--- config.mk ---
export PLATFORM = sky130hd
export DESIGN_NAME = hazard_controller
export DESIGN_NICKNAME = d
export VERILOG_FILES = /design/src/rtl/hazard_controller_pkg.sv /design/src/rtl/hazard_controller_forwarding_unit.sv /design/src/rtl/hazard_controller.sv
export SDC_FILE = /design/constraint.sdc
export NUM_CORES = 1
export LEC_CHECK = 0
export ABC_AREA = 1
export CORE_MARGIN = 2
export CORE_UTILIZATION = 25
export CTS_CLUSTER_SIZE = 8
export DETAILED_ROUTE_END_ITERATION = 16
export SKIP_CTS_REPAIR_TIMING = 1
export SYNTH_ARGS = -nofsm -noshare
export SYNTH_HDL_FRONTEND = slang
export SYNTH_HIERARCHICAL = 1
export SYNTH_SLANG_ARGS = --single-unit
--- constraint.sdc ---
create_clock -name clk -period 4.7 [get_ports clk]
set_input_delay 0.94 -clock clk [delete_from_list [all_inputs] [get_ports clk]]
set_output_delay 0.94 -clock clk [all_outputs]
set_load 0.02 [all_outputs]
--- src/rtl/hazard_controller_pkg.sv ---
// Shared encodings for the pipeline hazard controller: FSM state codes,
// EX operand forward-select codes and small register-match helpers.
package hazard_controller_pkg;

    // Controller FSM state encodings
    localparam logic [1:0] ST_RUN     = 2'd0;
    localparam logic [1:0] ST_STALL   = 2'd1;
    localparam logic [1:0] ST_MEMWAIT = 2'd2;

    // EX operand source selects
    localparam logic [1:0] FWD_RF  = 2'd0;
    localparam logic [1:0] FWD_WB  = 2'd1;
    localparam logic [1:0] FWD_MEM = 2'd2;

    localparam logic [15:0] STALL_CYCLES_MAX = 16'hFFFF;

    // True when a real (non-$0) destination feeds either ID source register
    function automatic logic rd_hits(input logic [4:0] rd,
                                     input logic [4:0] rs,
                                     input logic [4:0] rt);
        return (rd != 5'd0) && ((rd == rs) || (rd == rt));
    endfunction

    // Operand select for one EX source: the younger MEM result wins over WB
    function automatic logic [1:0] fwd_select(input logic [4:0] src,
                                              input logic [4:0] mem_rd,
                                              input logic       mem_we,
                                              input logic [4:0] wb_rd,
                                              input logic       wb_we);
        if (mem_we && (mem_rd != 5'd0) && (mem_rd == src)) return FWD_MEM;
        if (wb_we && (wb_rd != 5'd0) && (wb_rd == src))    return FWD_WB;
        return FWD_RF;
    endfunction

endpackage

--- src/rtl/hazard_controller_forwarding_unit.sv ---
// Combinational EX-stage forwarding: picks register file, WB or MEM result
// for each ALU source operand.
module forwarding_unit
    import hazard_controller_pkg::*;
(
    input  logic [4:0] exRs,
    input  logic [4:0] exRt,
    input  logic [4:0] memRd,
    input  logic       memRegWrite,
    input  logic [4:0] wbRd,
    input  logic       wbRegWrite,
    output logic [1:0] forwardA,
    output logic [1:0] forwardB
);

    assign forwardA = fwd_select(exRs, memRd, memRegWrite, wbRd, wbRegWrite);
    assign forwardB = fwd_select(exRt, memRd, memRegWrite, wbRd, wbRegWrite);

endmodule

--- src/rtl/hazard_controller.sv ---
// Pipeline hazard controller: detects load-use and branch data hazards,
// inserts bubbles through a small RUN/STALL/MEMWAIT FSM, freezes the pipe
// while data memory is busy, and counts stalled cycles.
module hazard_controller
    import hazard_controller_pkg::*;
(
    input  logic        clk,
    input  logic        rst,
    input  logic [4:0]  idRs,
    input  logic [4:0]  idRt,
    input  logic        idIsBranch,
    input  logic        isBranch,
    input  logic        jump,
    input  logic [4:0]  exRd,
    input  logic        exRegWrite,
    input  logic        exMemRead,
    input  logic [4:0]  exRs,
    input  logic [4:0]  exRt,
    input  logic [4:0]  memRd,
    input  logic        memRegWrite,
    input  logic        memMemRead,
    input  logic [4:0]  wbRd,
    input  logic        wbRegWrite,
    input  logic        memReq,
    input  logic        memReady,
    output logic        pcWrite,
    output logic        ifIdWrite,
    output logic        ifIdFlush,
    output logic        idExBubble,
    output logic        pipeFreeze,
    output logic [1:0]  forwardA,
    output logic [1:0]  forwardB,
    output logic [15:0] stallCycles
);

    logic [1:0]  state_q, state_d;
    logic [1:0]  ret_q, ret_d;          // state preempted by MEMWAIT
    logic [1:0]  cnt_q, cnt_d;          // remaining STALL cycles
    logic [15:0] stall_cycles_q;

    logic        ex_hit, mem_hit;
    logic        h_load_use, h_branch_alu, h_branch_load_ex, h_branch_load_mem;
    logic [1:0]  bubbles;
    logic        mem_stall;
    logic [1:0]  resume_state;
    logic [1:0]  fwd_a, fwd_b;

    assign ex_hit  = rd_hits(exRd, idRs, idRt);
    assign mem_hit = rd_hits(memRd, idRs, idRt);

    assign h_load_use        = exMemRead && ex_hit;
    assign h_branch_alu      = idIsBranch && exRegWrite && !exMemRead && ex_hit;
    assign h_branch_load_ex  = idIsBranch && exMemRead && ex_hit;
    assign h_branch_load_mem = idIsBranch && memMemRead && mem_hit;

    // Worst-case bubble requirement over all active hazards
    assign bubbles = h_branch_load_ex ? 2'd2 :
                     (h_load_use || h_branch_alu || h_branch_load_mem) ? 2'd1 : 2'd0;

    // An outstanding access keeps the pipe frozen until memReady arrives
    assign mem_stall    = !memReady && (memReq || (state_q == ST_MEMWAIT));
    assign resume_state = (state_q == ST_MEMWAIT) ? ret_q : state_q;

    forwarding_unit u_forwarding_unit (
        .exRs        (exRs),
        .exRt        (exRt),
        .memRd       (memRd),
        .memRegWrite (memRegWrite),
        .wbRd        (wbRd),
        .wbRegWrite  (wbRegWrite),
        .forwardA    (fwd_a),
        .forwardB    (fwd_b)
    );

    assign forwardA    = rst ? FWD_RF : fwd_a;
    assign forwardB    = rst ? FWD_RF : fwd_b;
    assign stallCycles = stall_cycles_q;

    // Sequencing outputs and FSM next state. The hazard-detection cycle is
    // itself the first bubble, so STALL holds only the bubbles beyond it.
    always_comb begin
        // NOTE: every signal driven here gets a default first so no latch is inferred.
        pcWrite    = 1'b0;
        ifIdWrite  = 1'b0;
        ifIdFlush  = 1'b0;
        idExBubble = 1'b0;
        pipeFreeze = 1'b0;
        state_d    = state_q;
        ret_d      = ret_q;
        cnt_d      = cnt_q;

        if (rst) begin
            ifIdFlush  = 1'b1;
            idExBubble = 1'b1;
            state_d    = ST_RUN;
            ret_d      = ST_RUN;
            cnt_d      = 2'd0;
        end else if (mem_stall) begin
            pipeFreeze = 1'b1;
            state_d    = ST_MEMWAIT;
            if (state_q != ST_MEMWAIT) ret_d = state_q;
        end else if (resume_state == ST_STALL) begin
            idExBubble = 1'b1;
            if (cnt_q > 2'd1) begin
                cnt_d   = cnt_q - 2'd1;
                state_d = ST_STALL;
            end else begin
                cnt_d   = 2'd0;
                state_d = ST_RUN;
            end
        end else if (bubbles != 2'd0) begin
            idExBubble = 1'b1;
            cnt_d      = bubbles - 2'd1;
            state_d    = (bubbles > 2'd1) ? ST_STALL : ST_RUN;
        end else begin
            pcWrite   = 1'b1;
            ifIdWrite = 1'b1;
            ifIdFlush = isBranch || jump;
            state_d   = ST_RUN;
        end
    end

    // FSM state, preempted-state and bubble counter registers
    always_ff @(posedge clk) begin
        // NOTE: sequential state uses non-blocking assignments so every register samples pre-edge values.
        if (rst) begin
            state_q <= ST_RUN;
            ret_q   <= ST_RUN;
            cnt_q   <= 2'd0;
        end else begin
            state_q <= state_d;
            ret_q   <= ret_d;
            cnt_q   <= cnt_d;
        end
    end

    // Saturating count of cycles in which the PC was held
    always_ff @(posedge clk) begin
        if (rst) begin
            stall_cycles_q <= 16'd0;
        end else if (!pcWrite && (stall_cycles_q != STALL_CYCLES_MAX)) begin
            stall_cycles_q <= stall_cycles_q + 16'd1;
        end
    end

endmodule

-- Word-level counts from Yosys, hierarchy flattened
Cells that the tools add are included.
- shift-type cells: 0
- equality and inequality tests: 12
- multipliers: 0
- magnitude comparators: 2
- $add $sub $neg: 3
- multiplexer cells: 41
- reductions and logical operators: 35
- divide/modulo/power cells: 0
- bitwise logic cells: 1
- operators by type and width (operator ; number):
    == test 5 bit ; 8
    two-way mux 2 bit ; 17
    two-way mux 1 bit ; 24
    logical AND 1 bit ; 18
    adder 16 x 1 -> 16 bit, second input constant ; 1
    != test 16 bit, second input constant ; 1
    nonzero test 5 bit ; 3
    logical OR 1 bit ; 6
    greater-than comparator 2 x 1 -> 1 bit, second input constant ; 2
    AND reduction 2 bit ; 2
    nonzero test 2 bit ; 2
    subtractor 2 x 1 -> 2 bit, second input constant ; 2
    zero test 1 bit ; 3
    == test 2 x 1 -> 1 bit, second input constant ; 1
    == test 2 bit, second input constant ; 1
    != test 2 bit, second input constant ; 1
    OR reduction 2 bit ; 1
    NOT 1 bit ; 1
- latch bits: 0
- input port bits: 47
- flip-flop bits (word level): 22
- ROM bits: 0
- bits in writable memories: 0
- logic and storage cells: 99
- memories: 0

-- Logic depth before layout (Yosys ltp)
Gate-level depths: netlist (run 1).
- depth after elaboration: 15
- mapped depth: 12
- depth with buffers taken out: 12

-- Modules after synthesis
The synthesis (run 1) kept the hierarchy.
- modules (own cells, without submodules) (module ; area each (um2) ; times used ; cells an instance):
    hazard_controller ; 1799.2 ; 1 ; 283
    forwarding_unit ; 364.1 ; 1 ; 79

-- Worst setup path after synthesis (run 1)
OpenSTA, ideal clock, no wires.
- kind: input port to output port
- start point: in memRd[2]
- end point: out pcWrite
- path slack: 1692 ps
- path buffers: 2
- arrival: 2068 ps
- stages: 9
- cells stage by stage: nor3_1 -> nand3_1 -> nand3_1 -> inv_1 -> nand2_1 -> nand4_4 -> buf_6 -> inv_1 -> buf_4
- cells in the longest elaborated chain, start to end: 12
- elaborated cells on any way between the ends: 14
- RTL lines (what ; line ; source):
    from (decl) ; hazard_controller.sv:19 ; input logic [4:0] memRd,
    == test 5 bit ; hazard_controller_pkg.sv:21 ; return (rd != 5'd0) && ((rd == rs) || (rd == rt));
    logical OR 1 bit ; hazard_controller_pkg.sv:21 ;
    logical AND 1 bit (*) ; hazard_controller_pkg.sv:21 ;
    logical AND 1 bit (*) ; hazard_controller.sv:54 ; assign h_branch_load_mem = idIsBranch && memMemRead && mem_hit;
    logical OR 1 bit (*) ; hazard_controller.sv:58 ; (h_load_use || h_branch_alu || h_branch_load_mem) ? 2'd1 : 2'd0;
    two-way mux 1 bit (*) ; hazard_controller.sv:58 ;
    two-way mux 2 bit (*) ; hazard_controller.sv:57 ; assign bubbles = h_branch_load_ex ? 2'd2 :
    nonzero test 2 bit (*) ; hazard_controller.sv:111 ; end else if (bubbles != 2'd0) begin
    two-way mux 1 bit (*) (4 in a row) ; - ;
    to (decl) ; hazard_controller.sv:26 ; output logic pcWrite,
Mark *: on every way between the ends. The rest lies on a longest branch, timed or not.

-- Worst setup path in the final report (run 1)
- start point: in memRd[2]
- end point: out idExBubble
- cells in the longest elaborated chain, start to end: 12
- elaborated cells on any way between the ends: 14
- RTL lines (what ; line ; source):
    == test 5 bit ; hazard_controller_pkg.sv:21 ;
    logical OR 1 bit ; hazard_controller_pkg.sv:21 ;
    logical AND 1 bit (*) ; hazard_controller_pkg.sv:21 ;
    logical AND 1 bit (*) ; hazard_controller.sv:54 ;
    logical OR 1 bit (*) ; hazard_controller.sv:58 ;
    two-way mux 1 bit (*) ; hazard_controller.sv:58 ;
    two-way mux 2 bit (*) ; hazard_controller.sv:57 ;
    nonzero test 2 bit (*) ; hazard_controller.sv:111 ;
    two-way mux 1 bit (*) ; hazard_controller.sv:111 ;
    two-way mux 1 bit (*) ; hazard_controller.sv:102 ; end else if (resume_state == ST_STALL) begin
    two-way mux 1 bit (*) ; hazard_controller.sv:98 ; end else if (mem_stall) begin
    two-way mux 1 bit (*) ; hazard_controller.sv:92 ; if (rst) begin
    to (decl) ; hazard_controller.sv:29 ; output logic idExBubble,
Marked as above.

==> results.md, run 1 <==
* Dpl ws at 0.651 ns
* Cell Chain, Critical Path: clkdlybuf4s50_1, inv_1, nand2_1, nand2_1, nor2_1, nand3_1, nand2_1, nand2_1, nand3_1, nand2_1, nand2_1, clkdlybuf4s50_1
* Final WS setup at 0.662 ns
* I/O Buffers at about 70
* Row count at 33
* R2R setup slack at between 2 and 3 ns
* Vias at 2346
* Fmax at 0.248 GHz
* Clock share of power at between 20% and 30%
* Worst path most repeated cell: nand2_1
* DR WL/cell at 10.6 um
* Hpwl dp at 4720 um
* Routed WL at around 5700 um
* Worst-path maximum fanout at 8
* Synth Net Count at 410
* Final Setup Violations at 0
* Root Driver: clkbuf_8
* Max incr delay on CP at 0.68 ns
* DRC errors left at 0
* Post-Synthesis Cells at 362
* Ys Warns at 6
* Fin Setup TNS at 0 ns
* Die Y-Extent at 97.0 um
* R2R cell count at 10
* Final core utilization at a little over a third
* Register area at 440 sq um
* Vias/cell at 4.36
* Worst r2r dst: stallCycles[1]
* Die Wd at a little under 100 um
* CP arrival at between 3 and 4 ns
* Most frequent cells in the layout: nand2_1, clkdlybuf4s50_1, inv_1
* Initial antenna violation count at 0
* Lkg Pwr at 1.36 nW
* Depth of the worst hold-timing path at 2
* H-tree Lvls at 1
* Layout net count at about 480
* Reg-to-reg startpoint: stallCycles[0]
* Sw Share at 30.7%
* Fill cells at 910
* TritonRoute pass-1 iters at 4
* Mean Syn Cell Area at 5.98 sq um
* Worst Setup SP: memRd[2]
* Diode count at 0
* Yosys cell types at 29
* Combinational power share at 32.6%
* Hold_sp: ret_q[0]
* Switching pwr at 0.152 mW
* CTS tree: built
* Crit end category: primary output
* Reg clk slew, reported paths at 0.08 ns
* Setup CP Type: primary input to primary output
* Worst Setup Start Kind: primary input
* TritonCTS Buffers at 3
* Seq pwr share at between 30 and 40%
* Worst Tran Pin Value at 0.347 ns
* Slew Viols, Final at 0
* Most common cell after layout, fill and taps aside: nand2_1
* GR Util All Layers at 12.0%
* Core ar. at 8300 sq um
* Internal Power at 0.343 mW
* DR iter-0 viols at 96
* Placer Congestion at 0.850
* Largest net degree at the start of global routing at 21
* Final ANT Viol Nets at 0
* Worst-skew pair later-pin latency at around 0.26 ns
* Status: finished clean
* Yosys reg bits at 22
* Vias in the first global route at 2156
* Slew headroom at between 70% and 80%
* CP max-delay cell: clkdlybuf4s50_1
* Final hold violations at 0
* Required time of the critical path at approximately 3.8 ns
* Max VDD drop at roughly 0.11 mV
* Area delta synth->final at 39.2%
* Setup Skew at 0.00126 ns
* Min-Delay Endpoint: ret_q[0]
* Pwr dens at 164 nW/um^2
* Min Tclk post-route at between 4 and 5 ns
* Global-route wire length before repair at between 9000 and 10000 um
* Final Cycle Share at between 80% and 90%
* Die ar. at 9410 sq um
* Clock Sinks at 22
* Ports at 72
* Min-Delay Path Class: flip-flop to flip-flop
* Grt total ovfl at 0
* Cell Area, Synth at 2160 sq um
* Max-cap viol count at 0
* Starting Density at between 20% and 30%
* Clock Tree Buf Depth at 2
* Sequential area share after synthesis at 20.4%
* Multi-input logic area at around 1400 sq um
* RSZ-0062 raised after global routing: false
* Share of layout cells above drive strength 1 at 8.55%
## routing by layer
layer / up-vias / global-route usage [%] / part of all wire, %
met2: 54 / 20.4 / 47
li1: 1262 / - / -
met3: 5 / 1.88 / 5.0
met1: 1025 / 16.2 / 47
met5: - / 0 / 0
met4: 0 / 1.95 / 0.42
## cell type report
class	count	share of cell area (%)
clock buffer	4	1.83
tap	105	4.36
timing repair buffer	73	24.1
sequential	22	14.6
multi-input combinational	275	47.7
inverter	59	7.36
## sequential cells by signal, indices dropped and copies added (netlist names)
register     count
stallCycles     16
cnt_q            2
ret_q            2
state_q          2
## cells in the mapped netlist (all sizes together)
| master | number | area share [%] |
|---|---|---|
| a21boi | 1 | 0.35 |
| a21oi | 16 | 5.4 |
| buf | 6 | 3.0 |
| dfxtp | 22 | 20 |
| ha | 1 | 0.58 |
| inv | 59 | 10 |
| nand2 | 115 | 21 |
| nand3 | 39 | 9.3 |
| nand3b | 3 | 1.6 |
| nand4 | 6 | 2.4 |
| nor2 | 50 | 9.1 |
| nor3 | 7 | 2.7 |
| nor4 | 3 | 0.87 |
| o21ai | 5 | 1.2 |
| o21bai | 1 | 0.35 |
| xnor2 | 12 | 4.9 |
| xor2 | 16 | 6.5 |
## metrics by stage
| step | hold WS (ns) | cells | total power, mW | area (sq um) |
|---|---|---|---|---|
| floorplan | 0.437 | 362 | 0.286 | 2160 |
| global placement | 0.449 | 534 | 0.360 | 2960 |
| detailed placement | 0.458 | 534 | 0.361 | 2960 |
| CTS | 0.469 | 538 | 0.499 | 3010 |
| global route | 0.491 | 538 | 0.526 | 3010 |
| finish | 0.468 | 538 | 0.494 | 3010 |
## power groups by stage
| stage | sequential (mW) | clock [mW] | combinational, mW |
|---|---|---|---|
| finish | 0.195 | 0.138 | 0.161 |
| global route | 0.196 | 0.150 | 0.180 |
| CTS | 0.195 | 0.142 | 0.163 |
| detailed placement | 0.199 | 0 | 0.162 |
| global placement | 0.199 | 0 | 0.160 |
| floorplan | 0.202 | 0 | 0.0842 |
## critical path: cells and delay by family
kind | cells | cell delay [ns]
AND/OR/NAND/NOR | 9 | 0.79
buffers and inverters | 3 | 1.37
## logic make-up after synthesis
group,count (synthesis),share of synthesized area [%]
compound gates,23,7.29
flops,22,20.4
buf+inv,65,13.2
fa+ha+maj,1,0.578
simple gates,223,47.2
xor+xnor,28,11.3
## worst max-delay path by stage
stage            endpoint  slack, ns  cells past startpoint
2_1_floorplan     pcWrite       1.69                      9
6_report       idExBubble       0.66                     12
5_1_grt        idExBubble       0.45                     12
3_5_place_dp    ifIdFlush       0.65                      9
3_3_place_gp    ifIdFlush       0.69                      9
4_1_cts         ifIdFlush       0.63                      9
(Power assumes the default switching activity.)
==> inputs of run 2 (changes only) <==
Settings changed: RECOVER_POWER set to 25.
==> run 2 against run 1 <==
- design area unchanged
- critical path depth did not move
- core utilization stayed put
- sequential power about the same
- maximum frequency is 0.72% lower
- die area is the same
- worst setup slack worse by 0.029 ns
- combinational power about the same
- clock skew about the same
- routed wire length shrank 0.18%
- critical endpoint unchanged
- highest routed layer unchanged
==> results.md, run 2 (same netlist as run 1, synthesis figures left out) <==
* Worst-path maximum fanout at 4 (-4)
* Required time of the critical path at 3.76 ns (about the same)
* GR Util All Layers at 12.0% (unchanged)
* Setup Skew at 0.00130 ns (+0.0000443 ns)
* Worst-skew pair later-pin latency at 0.26 ns (about the same)
* Clock Tree Buf Depth at 2 (unchanged)
* Final hold violations at 0 (unchanged)
* Routed WL at 5680 um (-0.18%)
* Final ANT Viol Nets at 0 (unchanged)
* Max VDD drop at 0.105 mV (-0.18%)
* Cell Area, Placed at 2960 sq um (unchanged)
* CP arrival at 3.13 ns (+0.03 ns)
* Seq pwr share at 39.5% (about the same)
* Ports at 72 (unchanged)
* Die ar. at 9410 sq um (unchanged)
* Worst Tran Pin Value at 0.347 ns (+0.00000322 ns)
* Final Setup Violations at 0 (unchanged)
* Non-filler cells, final at 538 (unchanged)
* DRC errors left at 0 (unchanged)
* Root Driver: clkbuf_8
* Core ar. at 8300 sq um (unchanged)
* Min-Delay Path Class: flip-flop to flip-flop
* CTS tree: built
* Initial antenna violation count at 0 (unchanged)
* Worst Setup Start Kind: primary input
* Lkg Pwr at 1.38 nW (+1.8%)
* Internal Power at 0.342 mW (-0.22%)
* RSZ-0062 raised after global routing: false
* Global-route wire length before repair at 9710 um (unchanged)
* DR iter-0 viols at 96 (unchanged)
* Setup CP Type: primary input to primary output
* H-tree Lvls at 1 (unchanged)
* Placer Congestion at 0.850 (unchanged)
* Switching pwr at 0.151 mW (about the same)
* Sw Share at 30.7% (+0.040 points)
* Largest net degree at the start of global routing at 21 (unchanged)
* Area delta synth->final at 39.2% (unchanged)
* Fmax at 0.246 GHz (-0.72%)
* Final core utilization at 36.3% (unchanged)
* Most frequent cells in the layout: nand2_1, clkdlybuf4s50_1, inv_1
* Slew headroom at 76.7% (about the same)
* TritonRoute pass-1 iters at 4 (unchanged)
* Placed Instances at 534 (unchanged)
* Clock Sinks at 22 (unchanged)
* Die Y-Extent at 97.0 um (unchanged)
* Max-cap viol count at 0 (unchanged)
* Final WS setup at 0.632 ns (-0.0292 ns)
* Fill cells at 910 (unchanged)
* I/O Buffers at 71 (unchanged)
* Max reg flops at 16 (unchanged)
* Worst hold slack at 0.468 ns (unchanged)
* Combinational power share at 32.5% (about the same)
* Vias at 2343 (-0.13%)
* Min Tclk post-route at 4.07 ns (+0.0292 ns)
* Fin Setup TNS at 0 ns (unchanged)
* Pwr dens at 164 nW/um^2 (-0.17%)
* Design area at 3010 sq um (unchanged)
* Overall Power at 0.493 mW (-0.17%)
* Register area at 440 sq um (unchanged)
* Crit end category: primary output
* Reg clk slew, reported paths at 0.08 ns (about the same)
* Layout net count at 482 (unchanged)
* Clock share of power at 28.0% (about the same)
* Row count at 33 (unchanged)
* Vias in the first global route at 2156 (unchanged)
* Starting Density at 26.1% (unchanged)
* TritonCTS Buffers at 3 (unchanged)
* Share of layout cells above drive strength 1 at 8.55% (unchanged)
* Dpl ws at 0.651 ns (unchanged)
* Slew Viols, Final at 0 (unchanged)
* DR WL/cell at 10.6 um (-0.18%)
* Hpwl dp at 4720 um (unchanged)
* Diode count at 0 (unchanged)
* Grt total ovfl at 0 (unchanged)
* Final Cycle Share at 86.5% (+0.62 points)
* Multi-input logic area at 1440 sq um (unchanged)
* Die Wd at 97.0 um (unchanged)
* Vias/cell at 4.36 (-0.13%)
* Most common cell after layout, fill and taps aside: nand2_1
* Status: finished clean
## run 2: power by group through the flow
stage          Sequential (mW)  Clock, mW  Combinational [mW]
6_report                 0.195      0.138               0.160
5_1_grt                  0.196      0.150               0.180
4_1_cts                  0.195      0.142               0.163
3_5_place_dp             0.199          0               0.162
3_3_place_gp             0.199          0               0.160
2_1_floorplan            0.202          0              0.0842
## run 2: cell type report
| class | instances | area share, % |
|---|---|---|
| flip-flops and latches | 22 | 14.6 |
| well taps | 105 | 4.36 |
| inverters | 59 | 7.36 |
| multi-input cells | 275 | 47.7 |
| clock buffers | 4 | 1.83 |
| repair buffers | 73 | 24.1 |
## run 2: final timing paths
kind | from | to | slack [ns] | depth (start not counted)
setup / recovery | exRd[4] | idExBubble | 0.63 | 12
setup reg to reg | stallCycles[0] | stallCycles[1] | 2.54 | 10
hold reg to reg | ret_q[0] | ret_q[0] | 0.47 | 2
hold / removal | ret_q[0] | ret_q[0] | 0.47 | 2
## run 2: critical path: stages
cell             delay, ns
dlygate4sd3_1         0.61
inv_1                 0.08
nand2_1               0.06
nand2_1               0.07
nor2_1                0.11
nand3_1               0.08
nand2_1               0.10
nand3_1               0.14
nand3_1               0.15
nand2_1               0.11
nand2_1               0.08
clkdlybuf4s50_1       0.61
## run 2: per-layer routing
metal	vias up	wire [um]	global-route usage (%)
met2	52	2670	20.4
met3	5	282	1.88
met1	1025	2700	16.2
li1	1261	-	-
met5	-	0	0
met4	0	24	1.95
==> inputs of run 3 (changes only) <==
Settings changed: CORE_MARGIN 2 to 4.
Clock period 4.7 ns to 5 ns, I/O delays scaled along.
==> run 3 against run 2 <==
- final cell count is the same
- clock-buffer cell count is the same
- worst hold slack gained 0.0090 ns
- design area shrank 0.12%
- clock skew grew 0.0020 ns
- sequential share of layout area is essentially flat
- non-clock buffer count is the same
- worst setup slack lost 0.15 ns
- via count grew 1.4%
- critical endpoint is now ifIdFlush
==> results.md, run 3 (same netlist as run 1, synthesis figures left out) <==
* Vias/cell at 4.42 (+1.4%)
* RSZ-0062 raised after global routing: false
* Seq pwr share at 39.2% (-0.3 points)
* Root Driver: clkbuf_8
* Die ar. at 10200 sq um (+8.4%)
* Starting Density at 26.1% (unchanged)
* Min Tclk post-route at 4.52 ns
* Depth of the worst hold-timing path at 2 (unchanged)
* Fill cells at 870 (-4.4%)
* Diode count at 0 (unchanged)
* Combinational power share at 32.5% (about the same)
* Initial antenna violation count at 0 (unchanged)
* Ports at 72 (unchanged)
* Placed Instances at 534 (unchanged)
* Lkg Pwr at 1.38 nW (-0.28%)
* Slew headroom at 36.6% (-40 points)
* Placer Congestion at 0.869 (+2.2%)
* Global-route wire length before repair at 10300 um (+5.9%)
* Setup Skew at 0.00332 ns (+0.00202 ns)
* Worst Tran Pin Value at 0.950 ns (+0.603 ns)
* Crit end category: primary output
* Final ANT Viol Nets at 0 (unchanged)
* Vias in the first global route at 2253 (+4.5%)
* Worst Setup Start Kind: primary input
* R2R cell count at 10 (unchanged)
* TritonCTS Buffers at 3 (unchanged)
* Largest net degree at the start of global routing at 19 (-9.5%)
* Most frequent cells in the layout: nand2_1, clkdlybuf4s50_1, inv_1
* Share of layout cells above drive strength 1 at 8.31% (-0.23 points)
* Cell Area, Placed at 2960 sq um (unchanged)
* DRC errors left at 0 (unchanged)
* Final hold violations at 0 (unchanged)
* Required time of the critical path at 4.00 ns (+0.24 ns)
* Layout net count at 482 (unchanged)
* Routed WL at 6300 um (+11%)
* Worst-skew pair later-pin latency at 0.26 ns (about the same)
* CTS tree: built
* Worst r2r dst: stallCycles[1]
* I/O Buffers at 71 (unchanged)
* Reg-to-reg startpoint: stallCycles[0]
* DR iter-0 viols at 94 (-2.1%)
* Die Y-Extent at 101 um (+4.1%)
* Final core utilization at 36.2% (-0.045 points)
* Min-Delay Path Class: flip-flop to flip-flop
* Grt total ovfl at 0 (unchanged)
* Die Wd at 101 um (+4.1%)
* Worst Setup SP: rst
* Max reg flops at 16 (unchanged)
* Hpwl dp at 5160 um (+9.3%)
* Worst-path maximum fanout at 16 (+12)
* TritonRoute pass-1 iters at 4 (unchanged)
* Reg clk slew, reported paths at 0.08 ns (about the same)
* Status: finished clean
* Pwr dens at 155 nW/um^2 (-5.2%)
* Area delta synth->final at 39.0%
* Max VDD drop at 0.101 mV (-4.0%)
* Fmax at 0.221 GHz
* Row count at 33 (unchanged)
* DR WL/cell at 11.7 um (+11%)
* Setup CP Type: primary input to primary output
* Clock Tree Buf Depth at 2 (unchanged)
* Max-cap viol count at 0 (unchanged)
* CP arrival at 3.52 ns (+0.39 ns)
* Final WS setup at 0.483 ns (-0.150 ns)
* Crit path to: ifIdFlush
* GR Util All Layers at 12.0% (+0.013 points)
* Switching pwr at 0.146 mW (-3.6%)
* R2R setup slack at 2.82 ns (+0.28 ns)
* H-tree Lvls at 1 (unchanged)
* Clock Sinks at 22 (unchanged)
* Clock share of power at 28.2% (+0.2 points)
* Dpl ws at 0.761 ns (+0.110 ns)
* Internal Power at 0.321 mW (-6.1%)
* Most common cell after layout, fill and taps aside: nand2_1
* Slew Viols, Final at 0 (unchanged)
* Sw Share at 31.3% (+0.56 points)
* Core ar. at 8300 sq um (unchanged)
* Design area at 3010 sq um (-0.12%)
* Vias at 2376 (+1.4%)
* Fin Setup TNS at 0 ns (unchanged)
* Final Cycle Share at 90.3%
* Non-filler cells, final at 538 (unchanged)
* Final Setup Violations at 0 (unchanged)
-- run 3: worst min-delay path by stage --
stage / startpoint / end / slack (ns)
after floorplan: ret_q[1] / ret_q[1] / 0.44
after global placement: ret_q[1] / ret_q[1] / 0.45
final: ret_q[0] / ret_q[0] / 0.48
after detailed placement: ret_q[0] / ret_q[0] / 0.46
after global routing: ret_q[0] / ret_q[0] / 0.50
after CTS: ret_q[0] / ret_q[0] / 0.48
-- run 3: layout make-up --
class	instances	area [sq um]	share of cell area (%)
Multi-Input combinational cell	275	1440	47.8
Sequential cell	22	440	14.6
Timing Repair Buffer	73	722	24.0
Tap cell	105	131	4.37
Clock buffer	4	55.1	1.83
Inverter	59	221	7.37
-- run 3: metal layers --
metal / GRT usage [%] / share of wire, %
met5: 0 / 0
met3: 1.38 / 2.6
met4: 3.17 / 1.5
met2: 20.5 / 48
met1: 15.9 / 48
-- run 3: critical path, cell delays in order --
cell	delay, ns
clkdlybuf4s50_1	0.60
clkbuf_1	0.74
inv_1	0.36
o21ai_0	0.17
clkdlybuf4s50_1	0.64
-- run 3: power groups by stage --
stage                     sequential [mW]  clock [mW]  combinational [mW]
after floorplan                     0.189           0              0.0791
after global placement              0.187           0               0.151
after detailed placement            0.187           0               0.153
after CTS                           0.183       0.134               0.154
after global routing                0.184       0.137               0.167
final                               0.183       0.132               0.152
-- run 3: through the flow --
step | power (mW) | hold slack [ns]
after floorplan | 0.269 | 0.437
after global placement | 0.339 | 0.449
after detailed placement | 0.340 | 0.464
after CTS | 0.471 | 0.476
after global routing | 0.488 | 0.498
final | 0.467 | 0.477
